`src/rtl/uart_fifo_port_if.sv`:
```
// Purpose: CPU-side I/O bus between the Z80 port decode and uart_fifo_port.
// Signals:
//   cs       chip select for ports 0x80/0x81 (IORQ already folded in)
//   rs       register select, 0 = ctrl/status, 1 = data
//   rd_n     I/O read strobe, active low
//   wr_n     I/O write strobe, active low
//   data_in  CPU write data
//   data_out CPU read data (combinational on rs)
//   int_n    level interrupt request, active low
// Modports: master = CPU side, slave = serial port side.
interface uart_fifo_port_if;
    logic       cs;
    logic       rs;
    logic       rd_n;
    logic       wr_n;
    logic [7:0] data_in;
    logic [7:0] data_out;
    logic       int_n;

    modport master (output cs, rs, rd_n, wr_n, data_in, input data_out, int_n);
    modport slave  (input cs, rs, rd_n, wr_n, data_in, output data_out, int_n);
endinterface

```
`src/rtl/uart_fifo_port.sv`:
```
// Purpose: Z80 I/O-mapped 8N1 serial port with RX/TX FIFOs and a level interrupt.
// Ports:
//   clk    system clock
//   reset  synchronous, active-high
//   bus    CPU I/O bus (uart_fifo_port_if.slave)
//   rxd    asynchronous serial input, idle high
//   txd    serial output, idle high
// Status read (rs=0): {~int_n, TXBUSY, OVR, FE, 0, RX>=half, TDRE, RDRF}.
// Ctrl write (rs=0): b7 RIE, b5 TIE, b6 clears FE/OVR, b1:0==11 master reset.
module uart_fifo_port #(
    parameter int unsigned c_clk_hz         = 25000000,
    parameter int unsigned c_baud           = 9600,
    parameter int unsigned c_fifo_addr_bits = 4
) (
    input  logic            clk,
    input  logic            reset,
    uart_fifo_port_if.slave bus,
    input  logic            rxd,
    output logic            txd
);
    localparam int unsigned c_div   = c_clk_hz / (16 * c_baud);
    localparam int unsigned c_depth = 2 ** c_fifo_addr_bits;
    localparam int unsigned c_aw    = c_fifo_addr_bits;
    localparam int unsigned c_pw    = c_aw + 1;
    localparam int unsigned c_cw    = (c_div > 1) ? $clog2(c_div) : 1;

    typedef enum logic [1:0] {StIdle, StStart, StData, StStop} uart_state_e;

    // Oversampling tick: one pulse every c_div clocks, 16 per bit.
    logic [c_cw-1:0] r_baud;
    logic            w_tick;
    assign w_tick = (r_baud == c_cw'(c_div - 1));

    // CPU strobe edge detection.
    logic r_wr_q, r_rd_q;
    logic w_wr_now, w_rd_now, w_wr_pulse, w_rd_end, w_ctrl_wr, w_data_wr, w_mreset;
    assign w_wr_now   = bus.cs & ~bus.wr_n;
    assign w_rd_now   = bus.cs & bus.rs & ~bus.rd_n;
    assign w_wr_pulse = w_wr_now & ~r_wr_q;
    assign w_rd_end   = r_rd_q & ~w_rd_now;  // pop once the data read completes
    assign w_ctrl_wr  = w_wr_pulse & ~bus.rs;
    assign w_data_wr  = w_wr_pulse & bus.rs;
    assign w_mreset   = w_ctrl_wr & (bus.data_in[1:0] == 2'b11);

    // FIFOs: extra pointer bit distinguishes full from empty.
    logic [7:0]    r_rx_mem [c_depth];
    logic [7:0]    r_tx_mem [c_depth];
    logic [c_aw:0] r_rx_wp, r_rx_rp, r_tx_wp, r_tx_rp;
    logic [c_aw:0] w_rx_count;
    logic          w_rx_empty, w_rx_full, w_tx_empty, w_tx_full, w_half;
    assign w_rx_empty = (r_rx_wp == r_rx_rp);
    assign w_tx_empty = (r_tx_wp == r_tx_rp);
    assign w_rx_full  = (r_rx_wp[c_aw] != r_rx_rp[c_aw]) &&
                        (r_rx_wp[c_aw-1:0] == r_rx_rp[c_aw-1:0]);
    assign w_tx_full  = (r_tx_wp[c_aw] != r_tx_rp[c_aw]) &&
                        (r_tx_wp[c_aw-1:0] == r_tx_rp[c_aw-1:0]);
    assign w_rx_count = r_rx_wp - r_rx_rp;
    assign w_half     = (w_rx_count >= c_pw'(c_depth / 2));

    // Receiver state.
    logic        r_rx_s1, r_rx_s2, r_rx_prev;
    uart_state_e r_rx_state, w_rx_state_d;
    logic [3:0]  r_rx_tick, w_rx_tick_d;
    logic [2:0]  r_rx_bit, w_rx_bit_d;
    logic [7:0]  r_rx_shift, w_rx_shift_d;
    logic        w_rx_done, w_rx_bad_stop, w_rx_push, w_rx_pop, w_set_ovr;

    // Transmitter state.
    uart_state_e r_tx_state, w_tx_state_d;
    logic [3:0]  r_tx_tick, w_tx_tick_d;
    logic [2:0]  r_tx_bit, w_tx_bit_d;
    logic [7:0]  r_tx_shift, w_tx_shift_d;
    logic        r_txd, w_txd_d, w_tx_pop, w_tx_push, w_tx_busy;

    logic r_rie, r_tie, r_fe, r_ovr, r_int_n;

    assign w_rx_pop  = w_rd_end & ~w_rx_empty;
    // A full FIFO still accepts a byte when a pop frees a slot in the same clock.
    assign w_rx_push = w_rx_done & (~w_rx_full | w_rx_pop);
    assign w_set_ovr = w_rx_done & w_rx_full & ~w_rx_pop;
    assign w_tx_push = w_data_wr & (~w_tx_full | w_tx_pop);
    assign w_tx_busy = (r_tx_state != StIdle) | ~w_tx_empty;

    always_comb begin
        w_rx_state_d  = r_rx_state;
        w_rx_tick_d   = r_rx_tick;
        w_rx_bit_d    = r_rx_bit;
        w_rx_shift_d  = r_rx_shift;
        w_rx_done     = 1'b0;
        w_rx_bad_stop = 1'b0;
        case (r_rx_state)
            StIdle: begin
                if (r_rx_prev && !r_rx_s2) begin
                    w_rx_state_d = StStart;
                    w_rx_tick_d  = 4'd0;
                end
            end
            StStart: begin
                if (w_tick) begin
                    if (r_rx_tick == 4'd7) begin
                        // Mid start bit: a high line here was a glitch.
                        w_rx_tick_d  = 4'd0;
                        w_rx_bit_d   = 3'd0;
                        w_rx_state_d = r_rx_s2 ? StIdle : StData;
                    end else begin
                        w_rx_tick_d = r_rx_tick + 4'd1;
                    end
                end
            end
            StData: begin
                if (w_tick) begin
                    w_rx_tick_d = r_rx_tick + 4'd1;
                    if (r_rx_tick == 4'd15) begin
                        w_rx_shift_d = {r_rx_s2, r_rx_shift[7:1]};
                        w_rx_bit_d   = r_rx_bit + 3'd1;
                        if (r_rx_bit == 3'd7) w_rx_state_d = StStop;
                    end
                end
            end
            StStop: begin
                if (w_tick) begin
                    w_rx_tick_d = r_rx_tick + 4'd1;
                    if (r_rx_tick == 4'd15) begin
                        w_rx_state_d  = StIdle;
                        w_rx_done     = r_rx_s2;
                        w_rx_bad_stop = ~r_rx_s2;
                    end
                end
            end
            default: w_rx_state_d = StIdle;
        endcase
    end

    always_comb begin
        w_tx_state_d = r_tx_state;
        w_tx_tick_d  = r_tx_tick;
        w_tx_bit_d   = r_tx_bit;
        w_tx_shift_d = r_tx_shift;
        w_txd_d      = r_txd;
        w_tx_pop     = 1'b0;
        case (r_tx_state)
            StIdle: begin
                w_txd_d = 1'b1;
                if (w_tick && !w_tx_empty) begin
                    w_tx_pop     = 1'b1;
                    w_tx_shift_d = r_tx_mem[r_tx_rp[c_aw-1:0]];
                    w_txd_d      = 1'b0;
                    w_tx_tick_d  = 4'd0;
                    w_tx_state_d = StStart;
                end
            end
            StStart: begin
                if (w_tick) begin
                    w_tx_tick_d = r_tx_tick + 4'd1;
                    if (r_tx_tick == 4'd15) begin
                        w_tx_state_d = StData;
                        w_tx_bit_d   = 3'd0;
                        w_txd_d      = r_tx_shift[0];
                    end
                end
            end
            StData: begin
                if (w_tick) begin
                    w_tx_tick_d = r_tx_tick + 4'd1;
                    if (r_tx_tick == 4'd15) begin
                        if (r_tx_bit == 3'd7) begin
                            w_tx_state_d = StStop;
                            w_txd_d      = 1'b1;
                        end else begin
                            w_tx_bit_d   = r_tx_bit + 3'd1;
                            w_tx_shift_d = {1'b0, r_tx_shift[7:1]};
                            w_txd_d      = r_tx_shift[1];
                        end
                    end
                end
            end
            StStop: begin
                if (w_tick) begin
                    w_tx_tick_d = r_tx_tick + 4'd1;
                    if (r_tx_tick == 4'd15) w_tx_state_d = StIdle;
                end
            end
            default: w_tx_state_d = StIdle;
        endcase
        if (w_mreset) begin
            w_tx_state_d = StIdle;
            w_tx_tick_d  = 4'd0;
            w_txd_d      = 1'b1;
            w_tx_pop     = 1'b0;
        end
    end

    always_ff @(posedge clk) begin
        if (reset) begin
            r_baud     <= '0;
            r_wr_q     <= 1'b0;
            r_rd_q     <= 1'b0;
            r_rx_s1    <= 1'b1;
            r_rx_s2    <= 1'b1;
            r_rx_prev  <= 1'b1;
            r_rx_state <= StIdle;
            r_rx_tick  <= 4'd0;
            r_rx_bit   <= 3'd0;
            r_rx_shift <= 8'h00;
            r_tx_state <= StIdle;
            r_tx_tick  <= 4'd0;
            r_tx_bit   <= 3'd0;
            r_tx_shift <= 8'h00;
            r_txd      <= 1'b1;
            r_rx_wp    <= '0;
            r_rx_rp    <= '0;
            r_tx_wp    <= '0;
            r_tx_rp    <= '0;
            r_rie      <= 1'b0;
            r_tie      <= 1'b0;
            r_fe       <= 1'b0;
            r_ovr      <= 1'b0;
            r_int_n    <= 1'b1;
        end else begin
            r_baud     <= w_tick ? '0 : r_baud + c_cw'(1);
            r_wr_q     <= w_wr_now;
            r_rd_q     <= w_rd_now;
            r_rx_s1    <= rxd;
            r_rx_s2    <= r_rx_s1;
            r_rx_prev  <= r_rx_s2;
            r_rx_state <= w_rx_state_d;
            r_rx_tick  <= w_rx_tick_d;
            r_rx_bit   <= w_rx_bit_d;
            r_rx_shift <= w_rx_shift_d;
            r_tx_state <= w_tx_state_d;
            r_tx_tick  <= w_tx_tick_d;
            r_tx_bit   <= w_tx_bit_d;
            r_tx_shift <= w_tx_shift_d;
            r_txd      <= w_txd_d;
            if (w_mreset) begin
                r_rx_wp <= '0;
                r_rx_rp <= '0;
                r_tx_wp <= '0;
                r_tx_rp <= '0;
            end else begin
                if (w_rx_push) r_rx_wp <= r_rx_wp + c_pw'(1);
                if (w_rx_pop)  r_rx_rp <= r_rx_rp + c_pw'(1);
                if (w_tx_push) r_tx_wp <= r_tx_wp + c_pw'(1);
                if (w_tx_pop)  r_tx_rp <= r_tx_rp + c_pw'(1);
            end
            if (w_mreset || (w_ctrl_wr && bus.data_in[6])) begin
                r_fe  <= 1'b0;
                r_ovr <= 1'b0;
            end else begin
                if (w_rx_bad_stop) r_fe  <= 1'b1;
                if (w_set_ovr)     r_ovr <= 1'b1;
            end
            if (w_ctrl_wr) begin
                r_rie <= bus.data_in[7] & ~w_mreset;
                r_tie <= bus.data_in[5] & ~w_mreset;
            end
            r_int_n <= ~((r_rie & ~w_rx_empty) | (r_tie & ~w_tx_busy));
        end
    end

    always_ff @(posedge clk) begin
        if (w_rx_push) r_rx_mem[r_rx_wp[c_aw-1:0]] <= r_rx_shift;
        if (w_tx_push) r_tx_mem[r_tx_wp[c_aw-1:0]] <= bus.data_in;
    end

    assign bus.data_out = bus.rs ? (w_rx_empty ? 8'h00 : r_rx_mem[r_rx_rp[c_aw-1:0]])
                                 : {~r_int_n, w_tx_busy, r_ovr, r_fe, 1'b0, w_half,
                                    ~w_tx_full, ~w_rx_empty};
    assign bus.int_n    = r_int_n;
    assign txd          = r_txd;
endmodule

```
`src/flat_wrapper.sv`:
```
// flat-port wrapper written by rule: the top's interface ports become plain ports
module uart_fifo_port_flat 
#(
    parameter int unsigned c_clk_hz         = 25000000,
    parameter int unsigned c_baud           = 9600,
    parameter int unsigned c_fifo_addr_bits = 4
)
  (clk, reset, rxd, txd, bus_cs, bus_rs, bus_rd_n, bus_wr_n, bus_data_in, bus_data_out, bus_int_n);
  uart_fifo_port_if bus_i ();
  input  logic clk;
  input  logic reset;
  input  logic rxd;
  output logic txd;
  input wire logic [$bits(bus_i.cs)-1:0] bus_cs;
  input wire logic [$bits(bus_i.rs)-1:0] bus_rs;
  input wire logic [$bits(bus_i.rd_n)-1:0] bus_rd_n;
  input wire logic [$bits(bus_i.wr_n)-1:0] bus_wr_n;
  input wire logic [$bits(bus_i.data_in)-1:0] bus_data_in;
  output wire logic [$bits(bus_i.data_out)-1:0] bus_data_out;
  output wire logic [$bits(bus_i.int_n)-1:0] bus_int_n;
  assign bus_i.cs = bus_cs;
  assign bus_i.rs = bus_rs;
  assign bus_i.rd_n = bus_rd_n;
  assign bus_i.wr_n = bus_wr_n;
  assign bus_i.data_in = bus_data_in;
  assign bus_data_out = bus_i.data_out;
  assign bus_int_n = bus_i.int_n;
  uart_fifo_port #(.c_clk_hz(c_clk_hz), .c_baud(c_baud), .c_fifo_addr_bits(c_fifo_addr_bits)) u_core (.clk(clk), .reset(reset), .bus(bus_i), .rxd(rxd), .txd(txd));
endmodule
```
`config.mk`:
```
export PLATFORM = sky130hd
export DESIGN_NAME = uart_fifo_port_flat
export DESIGN_NICKNAME = d
export VERILOG_FILES = /design/src/rtl/uart_fifo_port_if.sv /design/src/rtl/uart_fifo_port.sv /design/src/flat_wrapper.sv
export SDC_FILE = /design/constraint.sdc
export NUM_CORES = 1
export LEC_CHECK = 0
export CAP_MARGIN = 25
export CORE_MARGIN = 1.5
export CORE_UTILIZATION = 56
export CTS_CLUSTER_DIAMETER = 200
export DETAILED_ROUTE_END_ITERATION = 6
export PLACE_DENSITY_LB_ADDON = 0.08
export SETUP_SLACK_MARGIN = 0.4
export SYNTH_ARGS = -nofsm -noshare
export SYNTH_HDL_FRONTEND = slang
export SYNTH_SLANG_ARGS = --single-unit
```
`constraint.sdc`:
```
create_clock -name clk -period 2.7 [get_ports clk]
set_clock_uncertainty 0.2 [all_clocks]
set_input_delay 0.405 -clock clk [delete_from_list [all_inputs] [get_ports clk]]
set_output_delay 0.405 -clock clk [all_outputs]
set_load 0.005 [all_outputs]
```
==> metrics.md <==
| Metric | Value |
|---|---|
| DRT iter0 DRCs | 796 |
| Total congestion overflow | 0 |
| Skew-Pair Late Insertion Delay | 0.51 ns |
| R2R cell count | 11 |
| Vias | 8,337 |
| Total Routing Usage GR | 26.47% |
| Status | finished, violations left |
| Worst Setup Slack, final | -0.4339 ns |
| First-pass GRT wire length | 50.78 mm |
| FFs w/ async S/R, synth | 0% |
| Die footprint | 0.02569 mm^2 |
| Net Count, Synth | 943 |
| Worst Hold Class | flip-flop to flip-flop |
| Setup crit start kind | flip-flop |
| CP Capture Type | primary output |
| Hold Path Origin | u_core.r_rx_s1 |
| Highest clock rate | 0.3191 GHz |
| Max-Cap Viols | 0 |
| CP max FO | 5 |
| LEAKAGE | 0.005965 uW |
| Initial antenna violation count | 0 |
| Final nets | 1,093 |
| Post-Route WL | 33.34 mm |
| Share of layout cells above drive strength 1 | 33.83% |
| Register bit total from synthesis | 337 |
| Slew Limit Fails | 0 |
| TritonCTS buffer count | 35 |
| Diodes inserted | 0 |
| Unrepaired setup endpoints after global routing | yes |
| Port Buf Inserts | 24 |
| CP arrival | 2.53 ns |
| Crit-path cells | buf_4, buf_8, mux4_2, mux4_2, inv_2, o22ai_1, buf_2 |
| Layout area overhead | 28.25% |
| Hold_buf cts | 0 |
| PwrDens | 611.2 mW/mm^2 |
| I/O Pins | 25 |
| Seq/Total Area, Yosys | 67.19% |
| Critical path endpoint | bus_data_out[2] |
| Min Clock Period, post-route | 3.134 ns |
| Required time of the critical path | 2.10 ns |
| Top_reg_cell synth | edfxtp_1 |
| Failing checks | negative setup slack |
| Fillers | 1,479 |
| Row count | 57 |
| Pin count of the biggest net entering global routing | 30 |
| Ys Warns | 0 |
| Slew @ Worst Pin | 0.6708 ns |
| Vias in the first global route | 8,593 |
| Area of the mapped netlist | 0.01385 mm^2 |
| CTS H-tree lvls | 2 |
| Core box area | 0.02432 mm^2 |
| Worst reg2reg path startpoint | u_core.r_rx_wp[0] |
| Most frequent CP cell | mux4_2 |
| Total power | 10,860 uW |
| Final Wtd Congestion | 0.8646 |
| DRC | 0 |
| Cell count after synthesis | 897 |
| Starting Density | 56.97% |
| Peak supply drop | 0.5668 mV |
| Die width | 160.3 um |
| Final core utilization | 73.06% |
| Fin. Hold Viols | 0 |
| Initial DRT Pass Iterations | 5 |
| Max clock buf depth | 3 |
| FF-to-FF setup slack | 0.13 ns |
| Setup Viol. Count Final | 8 |
| Clock Tree Root | clkbuf_16 |
| Setup_tns | -3.000 ns |
| Crit share post-route | 116.1% |
| Antenna Nets Post-Route | 0 |
| Rel. slew slack | 55.22% |
| Crit path max-delay cell type | mux4_2 |
| DIE HEIGHT | 160.3 um |
| CP Class | flip-flop to primary output |
| Reg clk slew, reported paths | 0.06 ns |
| EDFF count, synth | 256 |
| Synth unique cells | 62 |
| Number of vias per cell | 5.968 |
| Post-DR wirelength/cell | 23.86 um |
| HPWL Detailed | 20.68 mm |
| Avg Inst Size Synth | 15.45 um^2 |
| Crit Reg-Reg Endpoint | u_core.r_rx_mem[0][3] |
| CTS tree | yes |
| CP peak stage delay | 0.54 ns |
| Sinks on the clock net | 337 |
-- synthesized netlist by cell type, drive strengths merged, types with 2 or more instances --
cell type	number	area share (%)
xor2	15	0.95
a21oi	28	1.0
a221oi	12	0.76
nand2b	10	0.45
a31oi	5	0.38
dfxtp	81	12
and2	3	0.14
buf	17	0.71
a22oi	8	0.43
nor2b	8	0.36
mux2i	37	2.7
and3	7	0.33
nor2	101	2.7
nor3b	2	0.19
nor3	19	0.69
o21ai	20	0.72
nand3	16	0.58
nor4b	2	0.23
mux4	62	10
ha	31	2.8
inv	28	0.76
edfxtp	256	55
nand3b	11	0.60
a211oi	3	0.16
or3	3	0.14
o22ai	7	0.32
nand2	30	0.87
o221ai	3	0.19
a21boi	2	0.11
nand4	10	0.56
or2	5	0.23
a21o	3	0.16
xnor2	16	1.0
clkbuf	21	0.58
-- critical path, delay by kind of cell (launching register included) --
| family | cells | cell delay, ns |
|---|---|---|
| DFF | 1 | 0.41 |
| AOI/OAI and AO/OA | 1 | 0.08 |
| buffers and inverters | 4 | 0.49 |
| muxes | 2 | 1.05 |
-- flip-flops by register name (all words and copies together) (netlist names), 3 cells and up, named ones only --
register and flops:
u_core.r_baud 8, u_core.r_rx_rp 5, u_core.r_rx_bit 3, u_core.r_tx_wp 5, u_core.r_rx_wp 5, u_core.r_rx_mem 128
u_core.r_rx_tick 4, u_core.r_tx_shift 8, u_core.r_tx_rp 5, u_core.r_tx_bit 3, u_core.r_tx_mem 128, u_core.r_tx_tick 4
u_core.r_rx_shift 8
-- metrics by stage --
stage	instances	worst slack, ns	hold WS, ns	cell area, um^2
after floorplan	897	0.1735	0.1895	14080
after global placement	1290	-0.1378	0.1931	15570
after detailed placement	1290	-0.1599	0.1949	15570
after CTS	1380	-0.3947	0.2088	17310
after global routing	1397	-0.4798	0.2253	17770
final	1397	-0.4339	0.2080	17770
-- layout make-up --
| type | instances | area, um^2 | area share (%) |
|---|---|---|---|
| inverter | 29 | 108.9 | 0.6126 |
| timing repair buffer | 151 | 1842 | 10.37 |
| multi-input combinational | 493 | 4943 | 27.82 |
| tap | 324 | 405.4 | 2.282 |
| clock buffer | 50 | 1006 | 5.662 |
| sequential | 337 | 9329 | 52.50 |
| clock inverter | 13 | 133.9 | 0.7535 |
-- cells in the final DEF (no fill, tap or decap), types with 7 or more instances in the layout --
cell type,count
inv_2,12
clkdlybuf4s50_1,16
buf_8,7
buf_12,40
nand3b_1,11
nor3_4,8
mux2i_1,36
clkbuf_1,11
nand2b_1,10
xnor2_1,16
inv_1,16
buf_2,8
a21oi_1,21
ha_1,25
buf_4,57
clkbuf_16,38
nand3_1,14
nand4_1,9
mux4_2,62
nand2_1,19
nor2_1,75
a221oi_1,10
nor2_4,25
a22oi_1,7
xor2_1,15
buf_6,20
nor3_1,10
edfxtp_1,256
o21ai_0,12
dfxtp_1,73
-- report_power, final --
group / switching (uW) / internal [uW]
clock network: 1880 / 2880
registers: 27.0 / 5560
logic: 298 / 209
-- timing repair --
action / in CTS / in global routing
setup endpoints to repair: 277 / 298
buffers inserted: 24 / 17
resized for setup: 114 / 80
pin swaps: 18 / 45
hold endpoints to repair: 0 / 0
gates cloned: 3 / 0
-- metal layers --
metal | track usage (%) | vias up | part of all wire (%)
li1 | - | 3753 | -
met1 | 36.31 | 4263 | 41
met2 | 45.32 | 270 | 51
met3 | 3.874 | 51 | 5.8
met4 | 6.075 | 0 | 1.6
met5 | 0 | - | 0
-- worst min-delay path by stage --
stage          cells past startpoint        endpoint  slack (ns)
2_1_floorplan                      1  u_core.r_rx_s2        0.19
3_3_place_gp                       1  u_core.r_rx_s2        0.19
3_5_place_dp                       1  u_core.r_rx_s2        0.19
4_1_cts                            1  u_core.r_rx_s2        0.21
5_1_grt                            1  u_core.r_rx_s2        0.23
6_report                           1  u_core.r_rx_s2        0.21
-- cell families after synthesis --
| group | count (synthesis) | synth area share, % |
|---|---|---|
| DFF | 337 | 67.19 |
| and+or+nand+nor | 230 | 8.300 |
| AOI/OAI and AO/OA | 102 | 4.922 |
| muxes | 99 | 12.75 |
| buffers and inverters | 67 | 2.077 |
| xor gates and xnor gates | 31 | 1.960 |
| adders and majority gates | 31 | 2.800 |
(Power assumes the default switching activity.)
